===== config.mk =====
export PLATFORM = sky130hd
export DESIGN_NAME = mem_port_arbiter
export DESIGN_NICKNAME = d
export VERILOG_FILES = /design/src/rtl/mem_port_arbiter_pkg.sv /design/src/rtl/mem_port_arbiter_picker.sv /design/src/rtl/mem_port_arbiter.sv
export SDC_FILE = /design/constraint.sdc
export NUM_CORES = 1
export LEC_CHECK = 0
export ABC_AREA = 1
export CORE_AREA = 3 3 180 182
export CTS_CLUSTER_DIAMETER = 120
export DETAILED_ROUTE_END_ITERATION = 10
export DIE_AREA = 0 0 183 185
export SLEW_MARGIN = 25
export SYNTH_ARGS = -nofsm -noshare
export SYNTH_HDL_FRONTEND = slang
export SYNTH_SLANG_ARGS = --single-unit
export TNS_END_PERCENT = 100

===== constraint.sdc =====
create_clock -name clk -period 3.4 [get_ports clk]
set_input_delay 0.51 -clock clk [delete_from_list [all_inputs] [get_ports clk]]
set_output_delay 0.51 -clock clk [all_outputs]
set_load 0.005 [all_outputs]

===== src/rtl/mem_port_arbiter_pkg.sv =====
// Shared definitions for the memory port arbiter: priority-mode selectors,
// the access-size field type used on client and memory ports, and the
// transaction FSM state encoding.
package mem_port_arbiter_pkg;

  localparam int unsigned PRIO_FIXED = 0;
  localparam int unsigned PRIO_RR    = 1;

  typedef logic [1:0] mem_acc_t;

  typedef enum logic [1:0] {
    ST_IDLE,
    ST_BUSY,
    ST_RELEASE
  } arb_state_e;

endpackage


===== src/rtl/mem_port_arbiter_picker.sv =====
// arb_rot_picker: combinational rotating priority picker.
// Ports:
//   req  - request vector, one bit per client
//   base - index where the priority search starts (wraps modulo N)
//   gnt  - one-hot winner, or zero when no request is set
module arb_rot_picker #(
  parameter int unsigned N     = 4,
  parameter int unsigned IDX_W = 2
) (
  input  logic [N-1:0]     req,
  input  logic [IDX_W-1:0] base,
  output logic [N-1:0]     gnt
);

  logic             found;
  logic [IDX_W-1:0] idx;

  always_comb begin
    gnt   = '0;
    found = 1'b0;
    idx   = '0;
    for (int unsigned k = 0; k < N; k++) begin
      idx = IDX_W'((32'(base) + k) % N);
      if (!found && req[idx]) begin
        gnt[idx] = 1'b1;
        found    = 1'b1;
      end
    end
  end

endmodule


===== src/rtl/mem_port_arbiter.sv =====
// mem_port_arbiter: N-client arbiter in front of a single SDRAM/SD memory port.
// One client owns the port per transaction (IDLE -> BUSY -> RELEASE); its
// request fields are registered onto the memory port, per-beat acks and read
// data are routed back to it with zero latency.
// Ports:
//   clk, res             - clock, asynchronous active-high reset
//   cl_addr/cs/wr/acc/burst/din - flattened client request fields, client i at slice i
//   cl_dout, cl_ack      - shared read data, per-client one-hot beat ack
//   mem_addr/cs/wr/acc/burst/din - downstream request (din is a live mux of owner)
//   mem_dout, mem_ack    - downstream read data and per-beat ack
//   grant                - one-hot current owner
module mem_port_arbiter
  import mem_port_arbiter_pkg::*;
#(
  parameter int unsigned NUM_CLIENTS  = 4,
  parameter int unsigned ADDR_W       = 32,
  parameter int unsigned DATA_W       = 32,
  parameter int unsigned BURST_W      = 9,
  parameter int unsigned PRIO_MODE    = PRIO_FIXED,
  parameter int unsigned STARVE_LIMIT = 64
) (
  input  logic                           clk,
  input  logic                           res,
  input  logic [NUM_CLIENTS*ADDR_W-1:0]  cl_addr,
  input  logic [NUM_CLIENTS-1:0]         cl_cs,
  input  logic [NUM_CLIENTS-1:0]         cl_wr,
  input  logic [NUM_CLIENTS*2-1:0]       cl_acc,
  input  logic [NUM_CLIENTS*BURST_W-1:0] cl_burst,
  input  logic [NUM_CLIENTS*DATA_W-1:0]  cl_din,
  output logic [DATA_W-1:0]              cl_dout,
  output logic [NUM_CLIENTS-1:0]         cl_ack,
  output logic [ADDR_W-1:0]              mem_addr,
  output logic                           mem_cs,
  output logic                           mem_wr,
  output logic [1:0]                     mem_acc,
  output logic [BURST_W-1:0]             mem_burst,
  output logic [DATA_W-1:0]              mem_din,
  input  logic [DATA_W-1:0]              mem_dout,
  input  logic                           mem_ack,
  output logic [NUM_CLIENTS-1:0]         grant
);

  localparam int unsigned IDX_W    = $clog2(NUM_CLIENTS);
  localparam int unsigned WAIT_W   = (STARVE_LIMIT > 0) ? $clog2(STARVE_LIMIT + 1) : 1;
  localparam bit          AGING_EN = (PRIO_MODE == PRIO_FIXED) && (STARVE_LIMIT != 0);

  arb_state_e           state_q, state_d;
  logic [NUM_CLIENTS-1:0] grant_q, grant_d;
  logic                 mem_cs_q, mem_cs_d;
  logic                 mem_wr_q, mem_wr_d;
  logic [ADDR_W-1:0]    mem_addr_q, mem_addr_d;
  mem_acc_t             mem_acc_q, mem_acc_d;
  logic [BURST_W-1:0]   mem_burst_q, mem_burst_d;
  logic [BURST_W-1:0]   beat_q, beat_d;
  logic [IDX_W-1:0]     rr_ptr_q, rr_ptr_d;
  logic [WAIT_W-1:0]    wait_q [NUM_CLIENTS];
  logic [WAIT_W-1:0]    wait_d [NUM_CLIENTS];

  logic [NUM_CLIENTS-1:0] starved, norm_gnt, starve_gnt, win_gnt;
  logic [IDX_W-1:0]       norm_base, win_idx;

  // Starved requesters are searched first; otherwise the normal search runs
  // from 0 (fixed) or from the round-robin pointer.
  always_comb begin
    starved = '0;
    for (int unsigned i = 0; i < NUM_CLIENTS; i++) begin
      starved[i] = AGING_EN && cl_cs[i] && (32'(wait_q[i]) >= STARVE_LIMIT);
    end
  end

  assign norm_base = (PRIO_MODE == PRIO_RR) ? rr_ptr_q : '0;

  arb_rot_picker #(.N(NUM_CLIENTS), .IDX_W(IDX_W)) u_norm_pick (
    .req  (cl_cs),
    .base (norm_base),
    .gnt  (norm_gnt)
  );

  arb_rot_picker #(.N(NUM_CLIENTS), .IDX_W(IDX_W)) u_starve_pick (
    .req  (starved),
    .base ('0),
    .gnt  (starve_gnt)
  );

  assign win_gnt = (|starved) ? starve_gnt : norm_gnt;

  always_comb begin
    win_idx = '0;
    for (int unsigned i = 0; i < NUM_CLIENTS; i++) begin
      if (win_gnt[i]) win_idx = IDX_W'(i);
    end
  end

  // State register
  always_ff @(posedge clk or posedge res) begin
    if (res) state_q <= ST_IDLE;
    else     state_q <= state_d;
  end

  // Next-state and registered request path
  always_comb begin
    state_d     = state_q;
    grant_d     = grant_q;
    mem_cs_d    = mem_cs_q;
    mem_wr_d    = mem_wr_q;
    mem_addr_d  = mem_addr_q;
    mem_acc_d   = mem_acc_q;
    mem_burst_d = mem_burst_q;
    beat_d      = beat_q;
    rr_ptr_d    = rr_ptr_q;
    unique case (state_q)
      ST_IDLE: begin
        if (|cl_cs) begin
          state_d     = ST_BUSY;
          grant_d     = win_gnt;
          mem_cs_d    = 1'b1;
          mem_wr_d    = cl_wr[win_idx];
          mem_addr_d  = cl_addr[32'(win_idx)*ADDR_W +: ADDR_W];
          mem_acc_d   = cl_acc[32'(win_idx)*2 +: 2];
          mem_burst_d = cl_burst[32'(win_idx)*BURST_W +: BURST_W];
          beat_d      = cl_burst[32'(win_idx)*BURST_W +: BURST_W];
          rr_ptr_d    = (32'(win_idx) == NUM_CLIENTS - 1) ? '0 : win_idx + 1'b1;
        end
      end
      ST_BUSY: begin
        if (mem_ack) begin
          if (beat_q == '0) begin
            state_d  = ST_RELEASE;
            mem_cs_d = 1'b0;
            grant_d  = '0;
          end else begin
            beat_d = beat_q - 1'b1;
          end
        end
      end
      ST_RELEASE: state_d = ST_IDLE;
      default:    state_d = ST_IDLE;
    endcase
  end

  // Aging: count cycles spent requesting without owning the port.
  always_comb begin
    for (int unsigned i = 0; i < NUM_CLIENTS; i++) begin
      wait_d[i] = wait_q[i];
      if (!cl_cs[i] || (state_q == ST_IDLE && win_gnt[i])) begin
        wait_d[i] = '0;
      end else if (!grant_q[i] && wait_q[i] != '1) begin
        wait_d[i] = wait_q[i] + 1'b1;
      end
    end
  end

  always_ff @(posedge clk or posedge res) begin
    if (res) begin
      grant_q     <= '0;
      mem_cs_q    <= 1'b0;
      mem_wr_q    <= 1'b0;
      mem_addr_q  <= '0;
      mem_acc_q   <= '0;
      mem_burst_q <= '0;
      beat_q      <= '0;
      rr_ptr_q    <= '0;
      for (int unsigned i = 0; i < NUM_CLIENTS; i++) wait_q[i] <= '0;
    end else begin
      grant_q     <= grant_d;
      mem_cs_q    <= mem_cs_d;
      mem_wr_q    <= mem_wr_d;
      mem_addr_q  <= mem_addr_d;
      mem_acc_q   <= mem_acc_d;
      mem_burst_q <= mem_burst_d;
      beat_q      <= beat_d;
      rr_ptr_q    <= rr_ptr_d;
      for (int unsigned i = 0; i < NUM_CLIENTS; i++) wait_q[i] <= wait_d[i];
    end
  end

  // Outputs: ack/data demux is gated by BUSY so stray acks are dropped.
  always_comb begin
    mem_din = '0;
    for (int unsigned i = 0; i < NUM_CLIENTS; i++) begin
      if (grant_q[i]) mem_din = cl_din[i*DATA_W +: DATA_W];
    end
    cl_ack  = (state_q == ST_BUSY && mem_ack) ? grant_q  : '0;
    cl_dout = (state_q == ST_BUSY && mem_ack) ? mem_dout : '0;
  end

  assign grant     = grant_q;
  assign mem_cs    = mem_cs_q;
  assign mem_wr    = mem_wr_q;
  assign mem_addr  = mem_addr_q;
  assign mem_acc   = mem_acc_q;
  assign mem_burst = mem_burst_q;

endmodule


Word level (Yosys, flattened, before mapping):

Index checks and enable logic that the tools add are counted.

* bits in registers: 88
* logic and storage cells: 135
* input port bits: 343
* output and inout port bits: 117

* add/sub/neg operators: 5
* reductions and logical operators: 50
* multipliers: 1
* $lt $le $gt $ge: 5
* eq/ne operators: 9
* shift operators: 3
* muxes and demuxes: 50

Operator list (count)
* $mux W32: 5
* $shiftx A128 B8 Y32: 1
* $mux W7: 8
* $shiftx A36 B7 Y9: 1
* $add A7 B1 Y7 const B: 4
* $ge A7 B7 Y1 const B: 4
* $mux W4: 7
* $ne A7 B7 Y1 const B: 4
* $mux W9: 3
* $logic_and A1 B1 Y1: 19
* $pmux W9 S2: 1
* $logic_not A1 Y1: 14
* $mux W2: 7
* $mux W1: 13
* $reduce_bool A2 Y1: 5
* $logic_not A9 Y1: 1
* $sub A9 B1 Y9 const B: 1
* $ne A2 B2 Y1 const B: 4
* $pmux W4 S2: 1
* $reduce_and A4 Y1: 2
* $reduce_or A4 Y1: 2
* $shiftx A8 B4 Y2: 1
* $mul A2 B4 Y6 const B: 1
* $mux W3: 2
* other kinds (9): 12

Depth between registers and ports, before layout:

Gate-level depths: netlist (run 1).

* word-level depth: 20
* mapped depth: 13
* depth with buffers taken out: 12

Hierarchy:

A second synthesis (run 1) with hierarchy kept.

* cells, all modules: 1165
* area total of the unflattened synthesis: 7490.9 µm²

Modules (own cells, without submodules)
* mem_port_arbiter: seq. area each 2202.1 µm², cells an instance 1019, times used 1, area each 6695.2 µm²
* arb_rot_picker (u_starve_pick): seq. area each 0.0 µm², cells an instance 73, times used 1, area each 399.1 µm²
* arb_rot_picker (u_norm_pick): seq. area each 0.0 µm², cells an instance 73, times used 1, area each 396.6 µm²

Least setup slack after synthesis (run 1):

Ideal clock, no wire load.

* path type: reg2out
* from: register grant_q[1] (netlist: grant[1])
* to: output port mem_din[10]
* arrival: 1.421 ns
* cell stages (with the launch flop): 6
* required time: 2.890 ns
* path buffers: 2
* slack: 1.469 ns
* path through: dfrtp_1 clkbuf_1 nor2_1 clkbuf_1 a221oi_1 o31ai_1

* cells in the longest elaborated chain, start to end: 3

Ends and longest elaborated chain
* start, declared: line mem_port_arbiter.sv:48 `logic [NUM_CLIENTS-1:0] grant_q, grant_d;`
* start signal, assigned: line mem_port_arbiter.sv:165 `grant_q <= grant_d;`
* $mux W32 (3 in series): line mem_port_arbiter.sv:181 `if (grant_q[i]) mem_din = cl_din[i*DATA_W +: DATA_W];`
* end, declared: line mem_port_arbiter.sv:37 `output logic [DATA_W-1:0] mem_din,`

Every way passes these cells.

Worst setup path in the final report (run 1):

* from: register grant_q[0] (netlist: grant[0])
* to: output port mem_din[13]

* cells in the longest elaborated chain, start to end: 4

Ends and longest elaborated chain (line)
* $mux W32 (4 in series): mem_port_arbiter.sv:181

Every way passes these cells.

==> results.rst, run 1 <==
.. list-table::
   :header-rows: 1

   * - Metric
     - Value
   * - Status
     - completed
   * - Mapped Nets
     - 1400
   * - Clock tree skew after final layout
     - 13.5 ps
   * - Total detailed-routing wirelength
     - 32100 µm
   * - Cell Count Post-Placement
     - 1866
   * - Total Power Consumption
     - 6.99 mW
   * - Area of the core region
     - 0.0307 mm²
   * - Highest ir drop seen on vdd
     - ~250 µV
   * - TritonCTS clock tree
     - built
   * - Total track usage
     - 0.179
   * - Clk slew on worst S/H paths
     - around 70 ps
   * - Diodes inserted
     - 0
   * - Crit Path Class
     - flip-flop to output port
   * - Post-Synthesis Cells
     - 1052
   * - Largest stage delay on the critical path
     - 610 ps
   * - First drt pass iteration count
     - 5
   * - Worst slew margin relative to its limit
     - 0.381
   * - Final hold violations
     - 0
   * - Die ar.
     - 0.0339 mm²
   * - CP max stage cell
     - clkdlybuf4s50_1
   * - Mapped Area
     - about 0.0068 mm²
   * - Largest net degree at the start of global routing
     - 56
   * - # H-tree levels
     - 3
   * - Post-detail-place hpwl
     - 25400 µm
   * - Fraction of the cycle the final worst path needs
     - 0.890
   * - Global route total overflow
     - 0
   * - Fin nets
     - 1829
   * - First-iteration detailed-routing DRC count
     - 426
   * - Number of global-route vias before repair
     - 8425
   * - Critical-path cell list
     - inv_1, nor2_2, buf_4, a221oi_1, o31ai_1, clkdlybuf4s50_1
   * - Global-route wire length before repair
     - 47600 µm
   * - Time the final worst path needs with I/O delays and setup
     - about 3000 ps
   * - CTS root buf
     - clkbuf_16
   * - Yosys warning total
     - 0
   * - Worst Max-Slew Pin Slew
     - 928 ps
   * - Initial standard-cell utilization of the core
     - 0.223
   * - Count of non-filler cells in the finished layout
     - 1882
   * - Total of endpoints with negative setup slack in the final report
     - 0
   * - Die Y
     - between 150 and 200 µm
   * - Hold buffer count at cts
     - 0
   * - Setup tns final
     - 0 ps
   * - Count of clock tree sinks
     - 88
   * - Width of the die
     - about 180 µm
   * - Required arrival time at the worst endpoint
     - 2890 ps
   * - Flip-flop cell with the highest count after synthesis
     - dfrtp_1
   * - Signed area change from the synthesized netlist to the final layout
     - 77.1%
   * - Wirelength per Cell
     - about 17 µm
   * - Buffers inserted during post-CTS setup optimization
     - 0
   * - TritonCTS Buffers
     - 9
   * - Fraction of synthesis flops using an asynchronous set or reset pin
     - 1.00
   * - Most numerous cell types in the synthesized netlist
     - nand2_1 (274), inv_1 (140), nor2_1 (121), dfrtp_1 (88), o21ai_0 (67)
   * - Number of ports placed on the die boundary
     - 460
   * - Number of storage elements in the synthesis netlist
     - 88
   * - Fraction of final layout cells with drive strength greater than 1
     - 0.0424
   * - Power density normalized to cell area
     - 577 mW/mm²
   * - CP startpoint kind
     - flip-flop
   * - Setup repair after global routing missed its margin
     - false
   * - Resized cells post-CTS
     - 0
   * - Class of the tightest hold or removal check
     - flip-flop to flip-flop
   * - Max Fclk
     - 0.330 GHz
   * - Cell types with the largest area share after synthesis
     - dfrtp_1 (32%), nand2_1 (15%), inv_1 (7.7%)
   * - Cell Rows
     - 64
   * - Final-report max-slew violation count
     - 0
   * - Maximum number of buffers from clock root to sink
     - 2
   * - Vias per std cell
     - about 4.6
   * - Routability congestion estimate from global placement
     - approximately 0.83
   * - Synth area leader
     - dfrtp_1
   * - Number of buffers inserted by port buffering
     - between 400 and 500
   * - Via count
     - 8654
   * - Average instance area after synthesis
     - 6.51 µm²
   * - Number of design rule violations left after detail routing
     - 0
   * - Post-synth cell types
     - 41
   * - Share of synthesized area occupied by flip-flops and latches
     - 0.322
   * - Leakage component of the power
     - between 5 and 6 nW
   * - Worst Path Arrival
     - 2520 ps
   * - Kind of end point of the critical path
     - output port
   * - Yosys top cell area share
     - 0.322
   * - Count of fill cells added during filler insertion
     - 3210
   * - Max-capacitance violation count
     - 0
   * - Crit path max fanout
     - 32
   * - Count of flip-flops with a built-in enable after synthesis
     - 0
   * - Most repeated cell in the gate-level netlist after synthesis
     - nand2_1
   * - Number of antenna-violating nets in the routed design
     - 0
   * - Antenna violations before repair
     - 4
   * - Worst skew pair latency
     - approximately 350 ps
-- sequential cells by signal (all words and copies together) (netlist names) --
signal and count:
mem_addr 32, grant 4, mem_cs 1, beat_q 9
mem_acc 2, mem_wr 1, mem_burst 9, wait_q 28
state_q 2
-- worst paths after layout --
| check | startpoint | end | slack [ps] | depth (start not counted) |
|---|---|---|---|---|
| setup / recovery | grant[0] | mem_din[13] | 370 | 6 |
| max in group asynchronous | res | mem_addr[26] | 2110 | 3 |
| hold / removal | mem_addr[9] | mem_addr[9] | 480 | 2 |
| min in group asynchronous | res | mem_burst[0] | 590 | 2 |
| setup reg to reg | wait_q[20] | wait_q[17] | 1280 | 11 |
| hold reg to reg | mem_addr[9] | mem_addr[9] | 480 | 2 |
-- metrics by stage --
stage | setup slack, ps | cell area [µm²] | hold slack, ps | utilization
2_1_floorplan | 611 | 6850 | 449 | -
3_3_place_gp | 590 | 11800 | 461 | 0.384
3_5_place_dp | 533 | 11800 | 464 | 0.384
4_1_cts | 352 | 12100 | 483 | 0.394
5_1_grt | 220 | 12100 | 498 | 0.394
6_report | 374 | 12100 | 478 | 0.394
-- worst max-delay path: cells and delay by family, from the launching register on --
kind / cells / cell delay [ps]
AOI/OAI and AO/OA: 2 / 640
buffers and inverters: 3 / 1060
and+or+nand+nor: 1 / 90
DFF: 1 / 370
-- placed cells by master, fill, tap and decap left out, types with 8 or more instances in the layout --
cell type | synthesis | final
o22ai_1 | 8 | 8
o21ai_0 | 67 | 67
buf_4 | 15 | 20
nand2_1 | 274 | 274
nor2_1 | 121 | 120
o21bai_1 | 27 | 27
clkdlybuf4s50_1 | 0 | 459
dfrtp_1 | 88 | 87
o21ai_1 | 45 | 45
a31oi_1 | 8 | 8
nand3_1 | 49 | 49
a21oi_1 | 28 | 28
o31ai_1 | 34 | 34
inv_1 | 140 | 139
nand4_1 | 19 | 19
a221oi_1 | 32 | 32
clkbuf_16 | 0 | 9
-- cell type report --
class	count	area [µm²]	area share
repair buffers	481	4780	0.395
multi-input cells	757	3790	0.312
flip-flops and latches	88	2200	0.182
inverters	144	543	0.0448
well taps	396	495	0.0409
clock buffers	11	253	0.0208
clock inverters	5	62.6	0.00516
-- per-layer routing --
metal,track usage,part of all wire
met4,0.0509,0.023
met5,0,0.0011
met3,0.0481,0.078
met2,0.322,0.50
met1,0.209,0.40
-- power breakdown --
part           total, mW  internal (mW)  switching [mW]
Sequential          1.77           1.43           0.338
Combinational       4.15           2.20            1.95
Clock               1.07          0.615           0.456
Total               6.99           4.25            2.74
-- kinds of logic after synthesis --
family | after synthesis | synth area share
fa+ha+maj | 5 | 0.00914
compound gates | 255 | 0.234
xor+xnor | 8 | 0.0102
simple gates | 489 | 0.299
flops | 88 | 0.322
buf+inv | 207 | 0.126
Power figures use the tool's default switching activity.
==> run 2, diff against run 1 <==
--- a/config.mk
+++ b/config.mk
@@ -8,6 +8,7 @@
 export ABC_AREA = 1
 export CORE_AREA = 3 3 180 182
 export CTS_CLUSTER_DIAMETER = 120
+export CTS_CLUSTER_SIZE = 40
 export DETAILED_ROUTE_END_ITERATION = 10
 export DIE_AREA = 0 0 183 185
 export SLEW_MARGIN = 25
==> results of run 2 <==
Final layout, timing and power as in run 1 (identical DEF).
